$ cat src/rtl/fringe_generator_pkg.sv
// Shared definitions for the fringe generator.
//   - default widths for the sample path and the period counter
//   - FSM state encoding used by the top level
package fringe_generator_pkg;

  localparam int DEF_DATA_W  = 32;
  localparam int DEF_COUNT_W = 16;

  typedef enum logic [1:0] {
    ST_IDLE    = 2'd0,
    ST_RISING  = 2'd1,
    ST_FALLING = 2'd2,
    ST_DONE    = 2'd3
  } fg_state_e;

endpackage

$ cat src/rtl/fringe_step_clamp.sv
// Combinational next-sample computation for the triangle ramp.
// Ports:
//   cur_i     current sample (signed)
//   step_i    increment magnitude (unsigned)
//   lower_i   ramp minimum (signed)
//   upper_i   ramp maximum (signed)
//   rising_i  1 = add step and clamp at upper, 0 = subtract and clamp at lower
//   nxt_o     next sample, clamped to the active limit
//   hit_o     the active limit was reached (turnaround point)
module fringe_step_clamp
  import fringe_generator_pkg::*;
#(
  parameter int DATA_W = DEF_DATA_W
) (
  input  logic signed [DATA_W-1:0] cur_i,
  input  logic        [DATA_W-1:0] step_i,
  input  logic signed [DATA_W-1:0] lower_i,
  input  logic signed [DATA_W-1:0] upper_i,
  input  logic                     rising_i,
  output logic signed [DATA_W-1:0] nxt_o,
  output logic                     hit_o
);

  // Two guard bits: one for the sign of the unsigned step, one for the
  // carry, so a full-range step against a full-range sample cannot wrap.
  localparam int EXT_W = DATA_W + 2;

  logic signed [EXT_W-1:0] cur_x;
  logic signed [EXT_W-1:0] step_x;
  logic signed [EXT_W-1:0] low_x;
  logic signed [EXT_W-1:0] up_x;
  logic signed [EXT_W-1:0] sum_x;

  assign cur_x  = {{2{cur_i[DATA_W-1]}}, cur_i};
  assign step_x = {2'b00, step_i};
  assign low_x  = {{2{lower_i[DATA_W-1]}}, lower_i};
  assign up_x   = {{2{upper_i[DATA_W-1]}}, upper_i};

  always_comb begin
    sum_x = rising_i ? (cur_x + step_x) : (cur_x - step_x);
    hit_o = rising_i ? (sum_x >= up_x) : (sum_x <= low_x);
    if (hit_o) begin
      nxt_o = rising_i ? upper_i : lower_i;
    end else begin
      nxt_o = sum_x[DATA_W-1:0];
    end
  end

endmodule

$ cat src/rtl/fringe_generator.sv
// Triangle-wave (fringe) generator with an AXI-Stream master output.
// Ramps from lower to upper and back in steps of FG_step, counting
// completed periods and stopping after FG_period_limit periods (0 = run
// until FG_enable drops).
// Ports:
//   SYS_aclk, SYS_areset            clock, synchronous active-high reset
//   FG_enable                       start request / abort when low
//   FG_lower_limit, FG_upper_limit  signed ramp bounds (latched at start)
//   FG_step                         unsigned increment (0 behaves as 1)
//   FG_period_limit                 periods to emit, 0 = unlimited
//   M_AXIS_tvalid/tready/tdata      sample stream
//   FG_busy                         ramp in progress
//   FG_done                         one-cycle pulse when the limit is reached
//   FG_error                        sticky bad-bounds flag
//   FG_period_count                 completed periods since start
module fringe_generator
  import fringe_generator_pkg::*;
#(
  parameter int AXIS_TDATA_WIDTH = DEF_DATA_W,
  parameter int COUNT_WIDTH      = DEF_COUNT_W
) (
  input  logic                               SYS_aclk,
  input  logic                               SYS_areset,
  input  logic                               FG_enable,
  input  logic signed [AXIS_TDATA_WIDTH-1:0] FG_lower_limit,
  input  logic signed [AXIS_TDATA_WIDTH-1:0] FG_upper_limit,
  input  logic        [AXIS_TDATA_WIDTH-1:0] FG_step,
  input  logic        [COUNT_WIDTH-1:0]      FG_period_limit,
  output logic                               M_AXIS_tvalid,
  input  logic                               M_AXIS_tready,
  output logic signed [AXIS_TDATA_WIDTH-1:0] M_AXIS_tdata,
  output logic                               FG_busy,
  output logic                               FG_done,
  output logic                               FG_error,
  output logic        [COUNT_WIDTH-1:0]      FG_period_count
);

  localparam logic [AXIS_TDATA_WIDTH-1:0] STEP_ONE = AXIS_TDATA_WIDTH'(1);

  fg_state_e state_q, state_d;

  logic signed [AXIS_TDATA_WIDTH-1:0] lower_q, lower_d;
  logic signed [AXIS_TDATA_WIDTH-1:0] upper_q, upper_d;
  logic        [AXIS_TDATA_WIDTH-1:0] step_q, step_d;
  logic        [COUNT_WIDTH-1:0]      limit_q, limit_d;
  logic signed [AXIS_TDATA_WIDTH-1:0] tdata_q, tdata_d;
  logic                               tvalid_q, tvalid_d;
  logic        [COUNT_WIDTH-1:0]      cnt_q, cnt_d;
  logic                               done_q, done_d;
  logic                               error_q, error_d;

  logic                               hs;
  logic                               cfg_ok;
  logic                               period_end;
  logic signed [AXIS_TDATA_WIDTH-1:0] nxt;
  logic                               hit;

  assign hs         = tvalid_q & M_AXIS_tready;
  assign cfg_ok     = (FG_lower_limit < FG_upper_limit);
  // Only true while the lower sample that closed the final period is on
  // the bus; its handshake ends the run.
  assign period_end = (limit_q != '0) && (cnt_q == limit_q);

  fringe_step_clamp #(
    .DATA_W (AXIS_TDATA_WIDTH)
  ) u_clamp (
    .cur_i    (tdata_q),
    .step_i   (step_q),
    .lower_i  (lower_q),
    .upper_i  (upper_q),
    .rising_i (state_q == ST_RISING),
    .nxt_o    (nxt),
    .hit_o    (hit)
  );

  always_ff @(posedge SYS_aclk) begin
    if (SYS_areset) begin
      state_q <= ST_IDLE;
    end else begin
      state_q <= state_d;
    end
  end

  always_comb begin
    state_d = state_q;
    unique case (state_q)
      ST_IDLE: begin
        if (FG_enable && cfg_ok) state_d = ST_RISING;
      end
      ST_RISING: begin
        if (hs) begin
          if (!FG_enable)      state_d = ST_IDLE;
          else if (period_end) state_d = ST_DONE;
          else if (hit)        state_d = ST_FALLING;
        end
      end
      ST_FALLING: begin
        if (hs) begin
          if (!FG_enable) state_d = ST_IDLE;
          else if (hit)   state_d = ST_RISING;
        end
      end
      ST_DONE: begin
        if (!FG_enable) state_d = ST_IDLE;
      end
      default: state_d = ST_IDLE;
    endcase
  end

  always_comb begin
    FG_busy = (state_q == ST_RISING) || (state_q == ST_FALLING);
  end

  always_comb begin
    lower_d  = lower_q;
    upper_d  = upper_q;
    step_d   = step_q;
    limit_d  = limit_q;
    tdata_d  = tdata_q;
    tvalid_d = tvalid_q;
    cnt_d    = cnt_q;
    error_d  = error_q;
    unique case (state_q)
      ST_IDLE: begin
        if (FG_enable) begin
          if (cfg_ok) begin
            lower_d  = FG_lower_limit;
            upper_d  = FG_upper_limit;
            step_d   = (FG_step == '0) ? STEP_ONE : FG_step;
            limit_d  = FG_period_limit;
            tdata_d  = FG_lower_limit;
            tvalid_d = 1'b1;
            cnt_d    = '0;
            error_d  = 1'b0;
          end else begin
            error_d  = 1'b1;
          end
        end
      end
      ST_RISING, ST_FALLING: begin
        if (hs) begin
          if ((state_d == ST_IDLE) || (state_d == ST_DONE)) begin
            tvalid_d = 1'b0;
          end else begin
            tdata_d = nxt;
            // Reaching lower while falling closes a period; saturate
            // rather than wrap when running unlimited.
            if ((state_q == ST_FALLING) && hit && (cnt_q != '1)) begin
              cnt_d = cnt_q + 1'b1;
            end
          end
        end
      end
      default: ;
    endcase
    done_d = (state_d == ST_DONE) && (state_q != ST_DONE);
  end

  always_ff @(posedge SYS_aclk) begin
    if (SYS_areset) begin
      tdata_q  <= '0;
      tvalid_q <= 1'b0;
      cnt_q    <= '0;
      done_q   <= 1'b0;
      error_q  <= 1'b0;
    end else begin
      tdata_q  <= tdata_d;
      tvalid_q <= tvalid_d;
      cnt_q    <= cnt_d;
      done_q   <= done_d;
      error_q  <= error_d;
    end
  end

  // Latched run configuration; only meaningful after a valid start.
  always_ff @(posedge SYS_aclk) begin
    lower_q <= lower_d;
    upper_q <= upper_d;
    step_q  <= step_d;
    limit_q <= limit_d;
  end

  assign M_AXIS_tvalid   = tvalid_q;
  assign M_AXIS_tdata    = tdata_q;
  assign FG_done         = done_q;
  assign FG_error        = error_q;
  assign FG_period_count = cnt_q;

endmodule

$ cat config.mk
export PLATFORM = sky130hd
export DESIGN_NAME = fringe_generator
export DESIGN_NICKNAME = d
export VERILOG_FILES = /design/src/rtl/fringe_generator_pkg.sv /design/src/rtl/fringe_step_clamp.sv /design/src/rtl/fringe_generator.sv
export SDC_FILE = /design/constraint.sdc
export NUM_CORES = 1
export LEC_CHECK = 0
export ABC_CLOCK_PERIOD_IN_PS = 26600
export CAP_MARGIN = 0
export CORE_MARGIN = 10
export CORE_UTILIZATION = 35
export CTS_CLUSTER_DIAMETER = 60
export DETAILED_ROUTE_END_ITERATION = 10
export RECOVER_POWER = 100
export SLEW_MARGIN = 20
export SYNTH_ARGS = -nofsm -noshare
export SYNTH_HDL_FRONTEND = slang
export SYNTH_SLANG_ARGS = --single-unit
$ cat constraint.sdc
create_clock -name SYS_aclk -period 26.6 [get_ports SYS_aclk]
set_input_delay 5.32 -clock SYS_aclk [delete_from_list [all_inputs] [get_ports SYS_aclk]]
set_output_delay 5.32 -clock SYS_aclk [all_outputs]
set_load 0.03 [all_outputs]
==> reports/results.ini <==
[timing]
fin_tns_setup_ps=0
worst_slew_pin_slew_ps=4253
slew_headroom=-1.835
finClkSkew_ps=18.92
finalSetupViolCount=0
fin_crit_sh=0.4709
hold_viol=0
rsz0062_at_grt=false
slew_viol_final=178
fmaxAchievable_mhz=79.83
fin_crit_ps=12530

[global_route]
busiest_layer=met2
grtUsageMet2=0.2662
grt_use_met3=0.03917
grt_pass1_wl_um=56990
grt_max_degree=76
grt_overflow=0
first_global_vias=9872
grt_antenna_before_repair=0
met1_usage=0.2408
grt.total_usage=0.1749

[floorplan]
io-pin-count=168
die_w_um=204.8
start_util=0.3556
rows=67
design.core.area_um2=33620
die_h_um=204.8
design.die.area_um2=41950

[yosys]
synth_seq_cells=165
syn_area_um2=11950
ys_async_sr_fraction=0
synthDistinctLibCells=73
netlist_instances=1302
synth_edf_count=112
synth.avg_cell_area_um2=9.181
synth_ff_type=edfxtp_1
ys_seq_area_frac=0.3701
synth_warnings=0
synth_fp_nets=1558

[clock_tree]
insertion_delay_ps=450
cts_made_buffers=17
path_clk_slew_ps=70
cts_sinks=165
htree_levels=4
cts_tree=yes
cts_hold_buf=0
clockBufferDepth=2
cts-root-buf=clkbuf_16
cts_setup_buffers=0
post_cts_resized=0

[placement]
dp_hpwl_um=28620
gp_congestion=0.8977
port_buffers=167

[critical_path]
worstPathArrival_ps=12470
cpPeakStageDelay_ps=3080
path_max_fanout=75
critPathKind=in2reg
crit_chain=dlygate4sd3_1 > ha_1 > a21o_1 > a211oi_1 > o31ai_1 > a21oi_1 > nor3_1 > o21ai_0 > o31a_2 > nor2_1 > clkbuf_1
cp-end-kind=flip-flop
startpoint_type=input pin
critPathSlowestCell=clkbuf_1
required_ps=26540

[power_and_ir_drop]
power_frac_seq=0.182
p_leak_nw=6.229
peakVddDrop_uv=115.6
powerDensity_nw_per_um2=136.3
clkPwrFrac=0.135
pwr-share-comb=0.683
intPower_uw=985.4
finalPower_mw=1.981
p_sw_frac=0.5025
netSwitchingPower_uw=995.3

[final_layout]
syn2layout_area_growth_pct=21.59
drive_gt1_frac=0.04403
diodes=0
nNetsFinal=1674

[drt]
drtIter0Drc=714
dr.pass1.iters=5
drc=0
vias=10090
totalWireLength_um=36950
viasPerCell=5.370
ant_nets=0
wire_per_inst_um=19.66

[outcome]
violations=max-capacitance violations, max-slew violations
status=finished, violations left

[min_path]
hp-class=reg2reg

[job]
cap_violations=4

## worst paths after layout
path                                                     end  slack [ps]                        from  cells after the start
worst min-delay path              M_AXIS_tvalid$_SDFFE_PP0P_         480  M_AXIS_tvalid$_SDFFE_PP0P_                      2
worst min register to register    M_AXIS_tvalid$_SDFFE_PP0P_         480  M_AXIS_tvalid$_SDFFE_PP0P_                      2
worst max-delay path                 step_q[3]$_SDFFCE_PN0P_       14070           FG_lower_limit[1]                     11
worst max register to register  M_AXIS_tdata[9]$_SDFFE_PP0P_       15050     step_q[0]$_SDFFCE_PN1P_                     35
## critical path, delay by kind of cell
family                     cells  cell delay (ps)
and+or+nand+nor                2             2010
AOI/OAI and AO/OA              6             1130
buffers and inverters          2             3670
adders and majority gates      1              290
## cells in the mapped netlist (all sizes together), types with 8 or more instances
cell type,number,area share
nand4,30,0.016
xor2,45,0.033
inv,120,0.038
edfxtp,112,0.28
ha,139,0.15
buf,16,0.0070
nand2b,9,0.0047
nor2,59,0.019
nor3,32,0.013
nand3,22,0.0092
o21ai,74,0.031
xnor2,33,0.024
o211a,12,0.010
a311o,11,0.0094
nor4b,11,0.011
mux2i,26,0.022
and2,8,0.0042
o21a,11,0.0069
and3,18,0.0095
a211oi,8,0.0050
dfxtp,53,0.089
a21oi,99,0.042
clkbuf,63,0.020
a31oi,23,0.012
nand2,118,0.037
o211ai,30,0.019
nor4,25,0.013
a21o,19,0.012
## kinds of logic after synthesis
family | after synthesis | share of synthesized area
mux | 28 | 0.02365
xor+xnor | 78 | 0.05715
compound gates | 335 | 0.1851
simple gates | 356 | 0.1521
flops | 165 | 0.3701
buf+inv | 200 | 0.06479
fa+ha+maj | 140 | 0.1472
## per-stage QoR
step | util | setup WS (ps) | hold WS [ps] | std cells | instance area, um2
floorplan | - | 14200 | 582.7 | 1302 | 11950
global placement | 0.4150 | 16240 | 464.5 | 1846 | 13950
detailed placement | 0.4159 | 16100 | 474.2 | 1847 | 13980
CTS | 0.4343 | 16520 | 483.9 | 1879 | 14600
global route | 0.4324 | 13410 | 501.3 | 1879 | 14540
finish | 0.4324 | 14070 | 478.6 | 1879 | 14540
## state kept, by name, summed over array words and instances (netlist names), 2 cells and up
register         cells
FG_period_count     16
M_AXIS_tdata        32
limit_q             16
lower_q             32
state_q              2
step_q              32
upper_q             32
## layer usage
layer | wire [um] | part of all wire
met1 | 17620 | 0.48
met2 | 16410 | 0.44
met3 | 2167 | 0.059
met4 | 745 | 0.020
met5 | 0 | 0
## layout make-up
type,instances,area (um2)
fill,3278,19080
multi-input combinational,937,6749
sequential,165,4424
timing repair buffer,176,1728
tap,448,560.5
clock buffer,20,467.9
inverter,121,454.2
clock inverter,12,151.4
## power by group through the flow
| stage | clock (mW) | combinational [mW] | sequential, mW |
|---|---|---|---|
| final | 0.267 | 1.35 | 0.360 |
| after global routing | 0.283 | 1.50 | 0.366 |
| after CTS | 0.273 | 1.37 | 0.360 |
| after detailed placement | 0 | 1.36 | 0.364 |
| after global placement | 0 | 1.34 | 0.365 |
| after floorplan | 0 | 0.950 | 0.392 |
## placed cells by master (no fill, tap or decap), drive strengths merged, types with 25 or more instances in the layout
cell type / instances
o21ai: 74
nor2: 59
xnor2: 33
nand2: 118
dfxtp: 53
edfxtp: 112
mux2i: 26
ha: 139
nor3: 32
o211ai: 30
nor4: 25
nand4: 30
a21oi: 99
dlygate4sd3: 163
inv: 121
xor2: 45
Note: power is estimated with default switching activity, not from simulation.
